==> src/rtl/keyboard_mole_key_scheduler.sv <==
// PS/2 scan-code decoder for the whac-a-mole game: tracks held state of the nine
// game keys and queues one press event per new key-down toward the game FSM.
module keyboard_mole_key_scheduler #(
    parameter int unsigned TIMEOUT_CYCLES = 500000,
    parameter int unsigned FIFO_DEPTH     = 4
) (
    input  logic       CLOCK_50,
    input  logic       reset,
    input  logic       scan_ready,
    input  logic [7:0] scan_code,
    input  logic       key_ready,
    input  logic       clear_overflow,
    output logic       key_valid,
    output logic [3:0] key_index,
    output logic [8:0] held,
    output logic       overflow
);

    localparam int unsigned TW = $clog2(TIMEOUT_CYCLES + 1);
    localparam int unsigned PW = (FIFO_DEPTH > 1) ? $clog2(FIFO_DEPTH) : 1;
    localparam int unsigned CW = $clog2(FIFO_DEPTH + 1);

    localparam logic [1:0] ST_IDLE      = 2'd0;
    localparam logic [1:0] ST_BREAK     = 2'd1;
    localparam logic [1:0] ST_EXT       = 2'd2;
    localparam logic [1:0] ST_EXT_BREAK = 2'd3;

    localparam logic [TW-1:0] TMO_LAST = TW'(TIMEOUT_CYCLES - 1);
    localparam logic [CW-1:0] CNT_FULL = CW'(FIFO_DEPTH);

    logic [1:0]    state_q, state_d;
    logic [TW-1:0] tmo_q, tmo_d;
    logic          scan_ready_q, scan_ready_d;
    logic [8:0]    held_q, held_d;
    logic [3:0]    mem_q [FIFO_DEPTH];
    logic [3:0]    mem_d [FIFO_DEPTH];
    logic [PW-1:0] wr_ptr_q, wr_ptr_d;
    logic [PW-1:0] rd_ptr_q, rd_ptr_d;
    logic [CW-1:0] count_q, count_d;
    logic          overflow_q, overflow_d;

    logic       accept;
    logic       map_hit;
    logic [3:0] map_idx;
    logic       push_req;
    logic       push_ok;
    logic       drop;
    logic       pop;
    logic       full;

    always_comb begin
        map_hit = 1'b1;
        map_idx = 4'd0;
        case (scan_code)
            8'h15:   map_idx = 4'd0;
            8'h1D:   map_idx = 4'd1;
            8'h24:   map_idx = 4'd2;
            8'h1C:   map_idx = 4'd3;
            8'h1B:   map_idx = 4'd4;
            8'h23:   map_idx = 4'd5;
            8'h1A:   map_idx = 4'd6;
            8'h22:   map_idx = 4'd7;
            8'h21:   map_idx = 4'd8;
            default: map_hit = 1'b0;
        endcase
    end

    assign accept       = scan_ready & ~scan_ready_q;
    assign scan_ready_d = scan_ready;

    // Decoder and prefix timeout; an accept in the same cycle as expiry is decoded
    // against the still-pending prefix.
    always_comb begin
        state_d  = state_q;
        tmo_d    = tmo_q;
        held_d   = held_q;
        push_req = 1'b0;
        if (accept) begin
            tmo_d = '0;
            case (state_q)
                ST_IDLE: begin
                    if (scan_code == 8'hE0) begin
                        state_d = ST_EXT;
                    end else if (scan_code == 8'hF0) begin
                        state_d = ST_BREAK;
                    end else if (map_hit && !held_q[map_idx]) begin
                        held_d[map_idx] = 1'b1;
                        push_req        = 1'b1;
                    end
                end
                ST_BREAK: begin
                    state_d = ST_IDLE;
                    if (map_hit) begin
                        held_d[map_idx] = 1'b0;
                    end
                end
                ST_EXT: begin
                    state_d = (scan_code == 8'hF0) ? ST_EXT_BREAK : ST_IDLE;
                end
                default: begin
                    state_d = ST_IDLE;
                end
            endcase
        end else if (state_q == ST_IDLE) begin
            tmo_d = '0;
        end else if (tmo_q == TMO_LAST) begin
            state_d = ST_IDLE;
            tmo_d   = '0;
        end else begin
            tmo_d = tmo_q + TW'(1);
        end
    end

    assign key_valid = (count_q != '0);
    assign full      = (count_q == CNT_FULL);
    assign pop       = key_valid & key_ready;
    assign push_ok   = push_req & (~full | pop);
    assign drop      = push_req & full & ~pop;

    always_comb begin
        mem_d    = mem_q;
        wr_ptr_d = wr_ptr_q;
        rd_ptr_d = rd_ptr_q;
        count_d  = count_q;
        if (push_ok) begin
            mem_d[wr_ptr_q] = map_idx;
            wr_ptr_d        = wr_ptr_q + PW'(1);
        end
        if (pop) begin
            rd_ptr_d = rd_ptr_q + PW'(1);
        end
        case ({push_ok, pop})
            2'b10:   count_d = count_q + CW'(1);
            2'b01:   count_d = count_q - CW'(1);
            default: count_d = count_q;
        endcase
    end

    always_comb begin
        overflow_d = overflow_q;
        if (drop) begin
            overflow_d = 1'b1;
        end else if (clear_overflow) begin
            overflow_d = 1'b0;
        end
    end

    always_ff @(posedge CLOCK_50 or negedge reset) begin
        if (!reset) begin
            state_q      <= ST_IDLE;
            tmo_q        <= '0;
            scan_ready_q <= 1'b0;
            held_q       <= '0;
            wr_ptr_q     <= '0;
            rd_ptr_q     <= '0;
            count_q      <= '0;
            overflow_q   <= 1'b0;
            for (int unsigned i = 0; i < FIFO_DEPTH; i++) begin
                mem_q[i] <= '0;
            end
        end else begin
            state_q      <= state_d;
            tmo_q        <= tmo_d;
            scan_ready_q <= scan_ready_d;
            held_q       <= held_d;
            wr_ptr_q     <= wr_ptr_d;
            rd_ptr_q     <= rd_ptr_d;
            count_q      <= count_d;
            overflow_q   <= overflow_d;
            mem_q        <= mem_d;
        end
    end

    assign key_index = key_valid ? mem_q[rd_ptr_q] : 4'd0;
    assign held      = held_q;
    assign overflow  = overflow_q;

endmodule
==> config.mk <==
export PLATFORM = sky130hd
export DESIGN_NAME = keyboard_mole_key_scheduler
export DESIGN_NICKNAME = d
export VERILOG_FILES = /design/src/rtl/keyboard_mole_key_scheduler.sv
export SDC_FILE = /design/constraint.sdc
export NUM_CORES = 1
export LEC_CHECK = 0
export ABC_AREA = 1
export BUFFER_PORTS_ARGS = -buffer_cell sky130_fd_sc_hd__clkbuf_2
export CORE_ASPECT_RATIO = 0.75
export CORE_MARGIN = 8
export CORE_UTILIZATION = 59
export CTS_CLUSTER_SIZE = 20
export DETAILED_ROUTE_END_ITERATION = 8
export GPL_ROUTABILITY_DRIVEN = 1
export PLACE_DENSITY = 0.79
export SYNTH_ARGS = -nofsm -noshare
export SYNTH_HDL_FRONTEND = slang
export SYNTH_SLANG_ARGS = --single-unit
export TNS_END_PERCENT = 1
==> constraint.sdc <==
create_clock -name CLOCK_50 -period 2.55 [get_ports CLOCK_50]
set_input_delay 0.51 -clock CLOCK_50 [delete_from_list [all_inputs] [get_ports CLOCK_50]]
set_output_delay 0.51 -clock CLOCK_50 [all_outputs]
set_load 0.1 [all_outputs]
# Yosys cells after proc, flatten, opt, wreduce, memory -nomap -nowiden
# Cells that the tools add are included.
# word_totals
word_cells	108
regBits	55
output_inout_bits	15
# classes
n_mux	36
eq_ne	23
bitwise	14
reduce_logical	13
n_addsub	5
magnitude_cmp	5
# ops
op	n
two-way mux 19 bit	3
equality test 8 x 5 -> 1 bit, second input constant	5
two-way mux 9 bit	4
equality test 8 x 6 -> 1 bit, second input constant	4
case mux 4 bit (8 select lines)	1
adder 19 x 1 -> 19 bit, second input constant	1
equality test 19 bit, second input constant	1
case mux 9 bit (2 select lines)	1
bitwise mux 16 bit	1
equality test 8 bit, second input constant	2
two-way mux 4 bit	4
two-way mux 2 bit	6
two-way mux 1 bit	10
inequality test 2 bit, second input constant	5
bitwise AND 9 bit	1
NOT 9 bit	1
OR 9 bit	1
OR reduction 9 bit	1
binary-select mux 4 bit (select 2 bit)	1
demux 4 bit (select 2 bit)	1
nonzero test 2 bit	4
>= comparator 3 bit, second input constant	2
NOT 2 -> 3 bit	2
case mux 3 bit (2 select lines)	1
22 further kinds	33

# Longest topological paths before layout
# logic_depth
depth_word	14
depth_mapped	20
mapped_depth_nobuf	20

# Least setup slack after synthesis
# No wires, ideal clock.
# synth_timing
kind	flip-flop to output port
from	register count_q[0]
to	output key_index[0]
required_time_ps	2040
stages_incl_launch_ff	5
t_arrival_ps	2848
setup_slack_ps	-808
n_path_buf	0
path_cell_list	dfrtp_1 nor2_1 nand2_1 inv_1 a21oi_1
# synth_via
elab_chain_len	2
# synth_rtl
element	line_no	text
start, declared	39	logic [CW-1:0] count_q, count_d;
start signal, assigned	168	count_q <= count_d;
nonzero test 3 bit	114	assign key_valid = (count_q != '0);
named net key_valid	13	output logic key_valid,
two-way mux 4 bit	174	assign key_index = key_valid ? mem_q[rd_ptr_q] : 4'd0;
end, declared	14	output logic [3:0] key_index,
# The timed path passes the listed nets, and every way through them passes these cells.

# Worst setup path in the final report
# layout_timing
from	input scan_code[6]
to	register count_q[2]
# layout_via
elab_chain_len	14
elab_cells_between_ends	28
classes_between	13 x eq/ne; 10 x mux; 1 x bitwise; 4 x reduce/logical
# layout_rtl
element	line_no	text
start, declared	10	input logic [7:0] scan_code,
equality test 8 x 6 -> 1 bit / equality test 8 x 5 -> 1 bit (equally long branches)	54	case (scan_code)
case mux 4 bit (8 select lines)	54	
binary-select mux 1 bit (select 4 bit)	86	end else if (map_hit && !held_q[map_idx]) begin
two-way mux 1 bit (implied by the code)	86	
logical NOT 1 bit	86	
logical AND 1 bit	86	
two-way mux 1 bit	86	
two-way mux 1 bit	84	end else if (scan_code == 8'hF0) begin
two-way mux 1 bit *	82	if (scan_code == 8'hE0) begin
two-way mux 1 bit *	80	case (state_q)
two-way mux 1 bit *	78	if (accept) begin
bitwise AND 1 bit *	117	assign push_ok = push_req & (~full | pop);
equality test 2 x 1 -> 1 bit / equality test 2 bit (equally long branches)	132	case ({push_ok, pop})
case mux 3 bit (2 select lines) / nonzero test 2 bit (equally long branches)	--	
# Mark *: on every way between the ends. The rest lies on a longest branch, timed or not. The select of a mux whose other input is x is not followed.
# A chain may end at the register's enable or synchronous reset.

==> summary.md <==
The effective utilization at floorplan was 0.598; the proportion of total power due to net switching was 0.472. The combined global-route utilization of all metal layers came out at 0.176. The floorplan step defined a die boundary enclosing 0.00788 mm2. Final design utilization: 0.705. Summing all placed instances gives a cell area of 0.00354 mm2. Across the run, the number of max-cap violations was 0. The combinational fraction of design power came out at 0.464.

The worst-case IR drop observed on VDD is 392 uV. For the remaining max-slew budget at the tightest pin, the log shows 0.551. The post-route fraction of the period consumed by the critical path was 0.937; the net count reported at finish was 487. In this run, distinct cell masters in the synthesized netlist total 31.

The area growth from synthesis to layout was 18.0%. The number of global-route vias before repair was 2713. The met3 usage is 0.0376, and the floorplan die height is 78.9 um. The type of origin of the critical path was a primary input. The path type of the worst setup path was in2reg. In this run the power density over the cells is 803 mW/mm2. The run gives 6.64 mm as the routed wire length.

For the sequential fraction of design power, the log shows 0.362. The tools report the origin of the critical flop-to-flop path as tmo_q[0]. Across the routed clock network, the largest skew measured is 0.00613 ns. The detailed router finished its first iteration with 178 violations. The endpoint identified for the worst register-to-register timing path is tmo_q[18].

For the power share of the clock group, the log shows 0.174. STA classifies the critical path endpoint as a register. The class of the worst hold path is in2async. Count of boundary I/O pins: 28. For the worst-skew pair, the clock arrives at the later sink with an insertion delay of 0.30 ns. The most used flip-flop cell after synthesis is sky130_fd_sc_hd__dfrtp_1.

The transition time at the pin with the least slew margin was 0.673 ns; the post-layout instance area was 0.00367 mm2. The tools report the met2 routing resource usage after global routing as 0.296. Share of Yosys cell area claimed by the top area cell type: 0.442. From left edge to right edge, the die measures 99.9 um. The post-route DRC violation count came out at 0. The number of nets handed over by synthesis was 432.

In this run, CTS created clock tree buffers numbering 5. The total negative setup slack came out at 0 ns. Setup repair after global routing could not meet its margin everywhere. In this run the power spent charging and discharging nets is 1.39 mW. For the maximum number of pins on one net before global-route repair, the log shows 56.

The clock tree buffer depth is 2. The HPWL after detailed placement is 5.09 mm. The tools report the number of sinks on the clock net as 55. Share of synthesized registers carrying an async set or reset: 1.00.

The tools report the total inserted antenna cells as 0. The number of antenna violations at the first check in global routing came out at 0. The global routing stage identified its most utilized layer as met2.

Required time of the worst setup path: 2.76 ns. The run gives 0.32 ns as the minimum setup slack among reg-to-reg paths. The synthesized design spends more area on one cell type than any other, namely sky130_fd_sc_hd__dfrtp_1.

Fraction of the yosys area taken by sequential cells: 0.442. The run finished with clean final reports. The synthesized area is 0.00311 mm2. The worst path in the final design needs a cycle of 2.39 ns, including I/O delays and setup.

In the synthesized netlist, the cells that appear most often are 96 x sky130_fd_sc_hd__nand2_1, 63 x sky130_fd_sc_hd__inv_1, 55 x sky130_fd_sc_hd__dfrtp_1. TritonCTS built the clock tree. The post-route total power was 2.95 mW; the cell-internal power was 1.56 mW.

The run gives 0 as the number of slew-limit violations in the final report. During synthesis, Yosys emitted a total of 0 warnings. The run gives 11.5 mm as the first-pass GRT wire length. After filler insertion, the fill cell instance count of the layout stands at 403. The global-route congestion overflow total was 0; the final antenna-violating net count was 0.

For the number of H-tree levels, the log shows 2. The layout cell share with drive strength beyond 1 was 0.186; the final weighted congestion in routability-driven placement was 0.888. The first TritonRoute pass finished after 4 iterations. Each instance of the synthesized netlist takes up on average 7.54 um2. By area the synthesized netlist is led by sky130_fd_sc_hd__dfrtp_1 44%, sky130_fd_sc_hd__nand2_1 12%, sky130_fd_sc_hd__inv_1 7.6%, sky130_fd_sc_hd__nor2_1 6.0%, sky130_fd_sc_hd__o21ai_0 4.2%.

Dividing the detail-routed wire length by the instance count gives 12.2 um. The final hold violation count was 0. The number of core rows came out at 23. The post-synthesis register bit count is 55. CTS root buffer: sky130_fd_sc_hd__clkbuf_8.

In this run, synthesis inferred 0 flip-flops with an integrated enable. The vias per cell is 5.20, and the leakage power summed over all cells is 1.92 nW. After floorplanning, the core was sized to cover 0.00521 mm2. The depth of the worst register-to-register path was 13.

Library cell with the highest instance count after synthesis: sky130_fd_sc_hd__nand2_1. For the worst setup path, the data arrival time is 2.59 ns. The routed layout has 2827 vias. For this run, the top clock speed supported by timing is 419 MHz. The tools report the routing usage on met1 as 0.219.

The final-report setup violation count is 0, and the count of buffers from port buffering is 27. The synthesized instance count was 413; the worst-path maximum fanout was 6. The clock edge transition at the registers on the reported setup and hold paths was 0.09 ns.
-- worst max-delay path, stage by stage --
cell and delay, ns:
sky130_fd_sc_hd__clkbuf_2 0.10, sky130_fd_sc_hd__inv_1 0.07, sky130_fd_sc_hd__nand2_2 0.09, sky130_fd_sc_hd__nor2_4 0.20, sky130_fd_sc_hd__nand2_2 0.13, sky130_fd_sc_hd__nand3_2 0.14, sky130_fd_sc_hd__nand3b_1 0.13, sky130_fd_sc_hd__nand2_1 0.07
sky130_fd_sc_hd__nand2_1 0.08, sky130_fd_sc_hd__inv_1 0.04, sky130_fd_sc_hd__nor2_1 0.15, sky130_fd_sc_hd__nand2_1 0.09, sky130_fd_sc_hd__nand2_1 0.09, sky130_fd_sc_hd__inv_1 0.06, sky130_fd_sc_hd__fa_2 0.35, sky130_fd_sc_hd__inv_1 0.09
sky130_fd_sc_hd__nand3_1 0.07, sky130_fd_sc_hd__nand3_1 0.10, sky130_fd_sc_hd__nand2_1 0.05
-- layout make-up --
type	instances	area, um2	share of cell area
multi-input combinational	289	1530	0.417
tap	75	93.8	0.0255
timing repair buffer	51	323	0.0879
sequential	55	1380	0.375
clock buffer	8	100	0.0272
inverter	66	248	0.0674
-- through the flow --
stage / cells / hold slack, ns / setup slack, ns
floorplan: 413 / 0.214 / 0.0458
CTS: 543 / 0.329 / 0.106
detailed placement: 535 / 0.451 / -0.207
global route: 544 / 0.329 / -0.0157
finish: 544 / 0.313 / 0.162
global placement: 535 / 0.448 / -0.0760
-- metal layers --
layer / part of all wire / routed length, um
met1: 0.46 / 3080
met3: 0.048 / 320
met4: 0.013 / 85
met5: 0 / 0
met2: 0.47 / 3150
-- layout by cell type (no fill, tap or decap), types with 6 or more instances in the layout --
cell / count
sky130_fd_sc_hd__a21oi_1: 14
sky130_fd_sc_hd__buf_4: 24
sky130_fd_sc_hd__clkbuf_2: 23
sky130_fd_sc_hd__clkbuf_8: 7
sky130_fd_sc_hd__dfrtp_1: 55
sky130_fd_sc_hd__inv_1: 63
sky130_fd_sc_hd__nand2_1: 94
sky130_fd_sc_hd__nand3_1: 20
sky130_fd_sc_hd__nand4_1: 15
sky130_fd_sc_hd__nor2_1: 50
sky130_fd_sc_hd__nor3_1: 7
sky130_fd_sc_hd__o21ai_0: 26
sky130_fd_sc_hd__o21ai_1: 9
sky130_fd_sc_hd__xor2_1: 6
-- worst max-delay path by stage --
stage,start,end,slack [ns],depth (start not counted)
after global placement,scan_code[4],count_q[2],-0.08,20
after floorplan,scan_code[4],count_q[2],0.05,18
after CTS,rd_ptr_q[0],key_index[3],0.11,5
final,scan_code[6],count_q[2],0.16,19
after detailed placement,scan_code[4],count_q[2],-0.21,20
after global routing,scan_code[7],count_q[2],-0.02,20
-- repair_timing --
item	in CTS	in global routing
hold buffers	0	0
setup buffers	0	1
resized for setup	0	11
endpoints found under the setup margin	0	5
-- power groups by stage --
stage                     combinational, mW  sequential, mW  clock, mW
after floorplan                        1.03            1.12          0
after global placement                 1.31            1.08          0
after detailed placement               1.34            1.08          0
after CTS                              1.35            1.06      0.531
after global routing                   1.49            1.09      0.564
final                                  1.37            1.07      0.513
-- cell families after synthesis --
| group | share of synthesized area |
|---|---|
| buf+inv | 0.0856 |
| fa+ha+maj | 0.0265 |
| simple gates | 0.327 |
| flops | 0.442 |
| xor+xnor | 0.0225 |
| compound gates | 0.0965 |
Power figures use the tool's default switching activity.
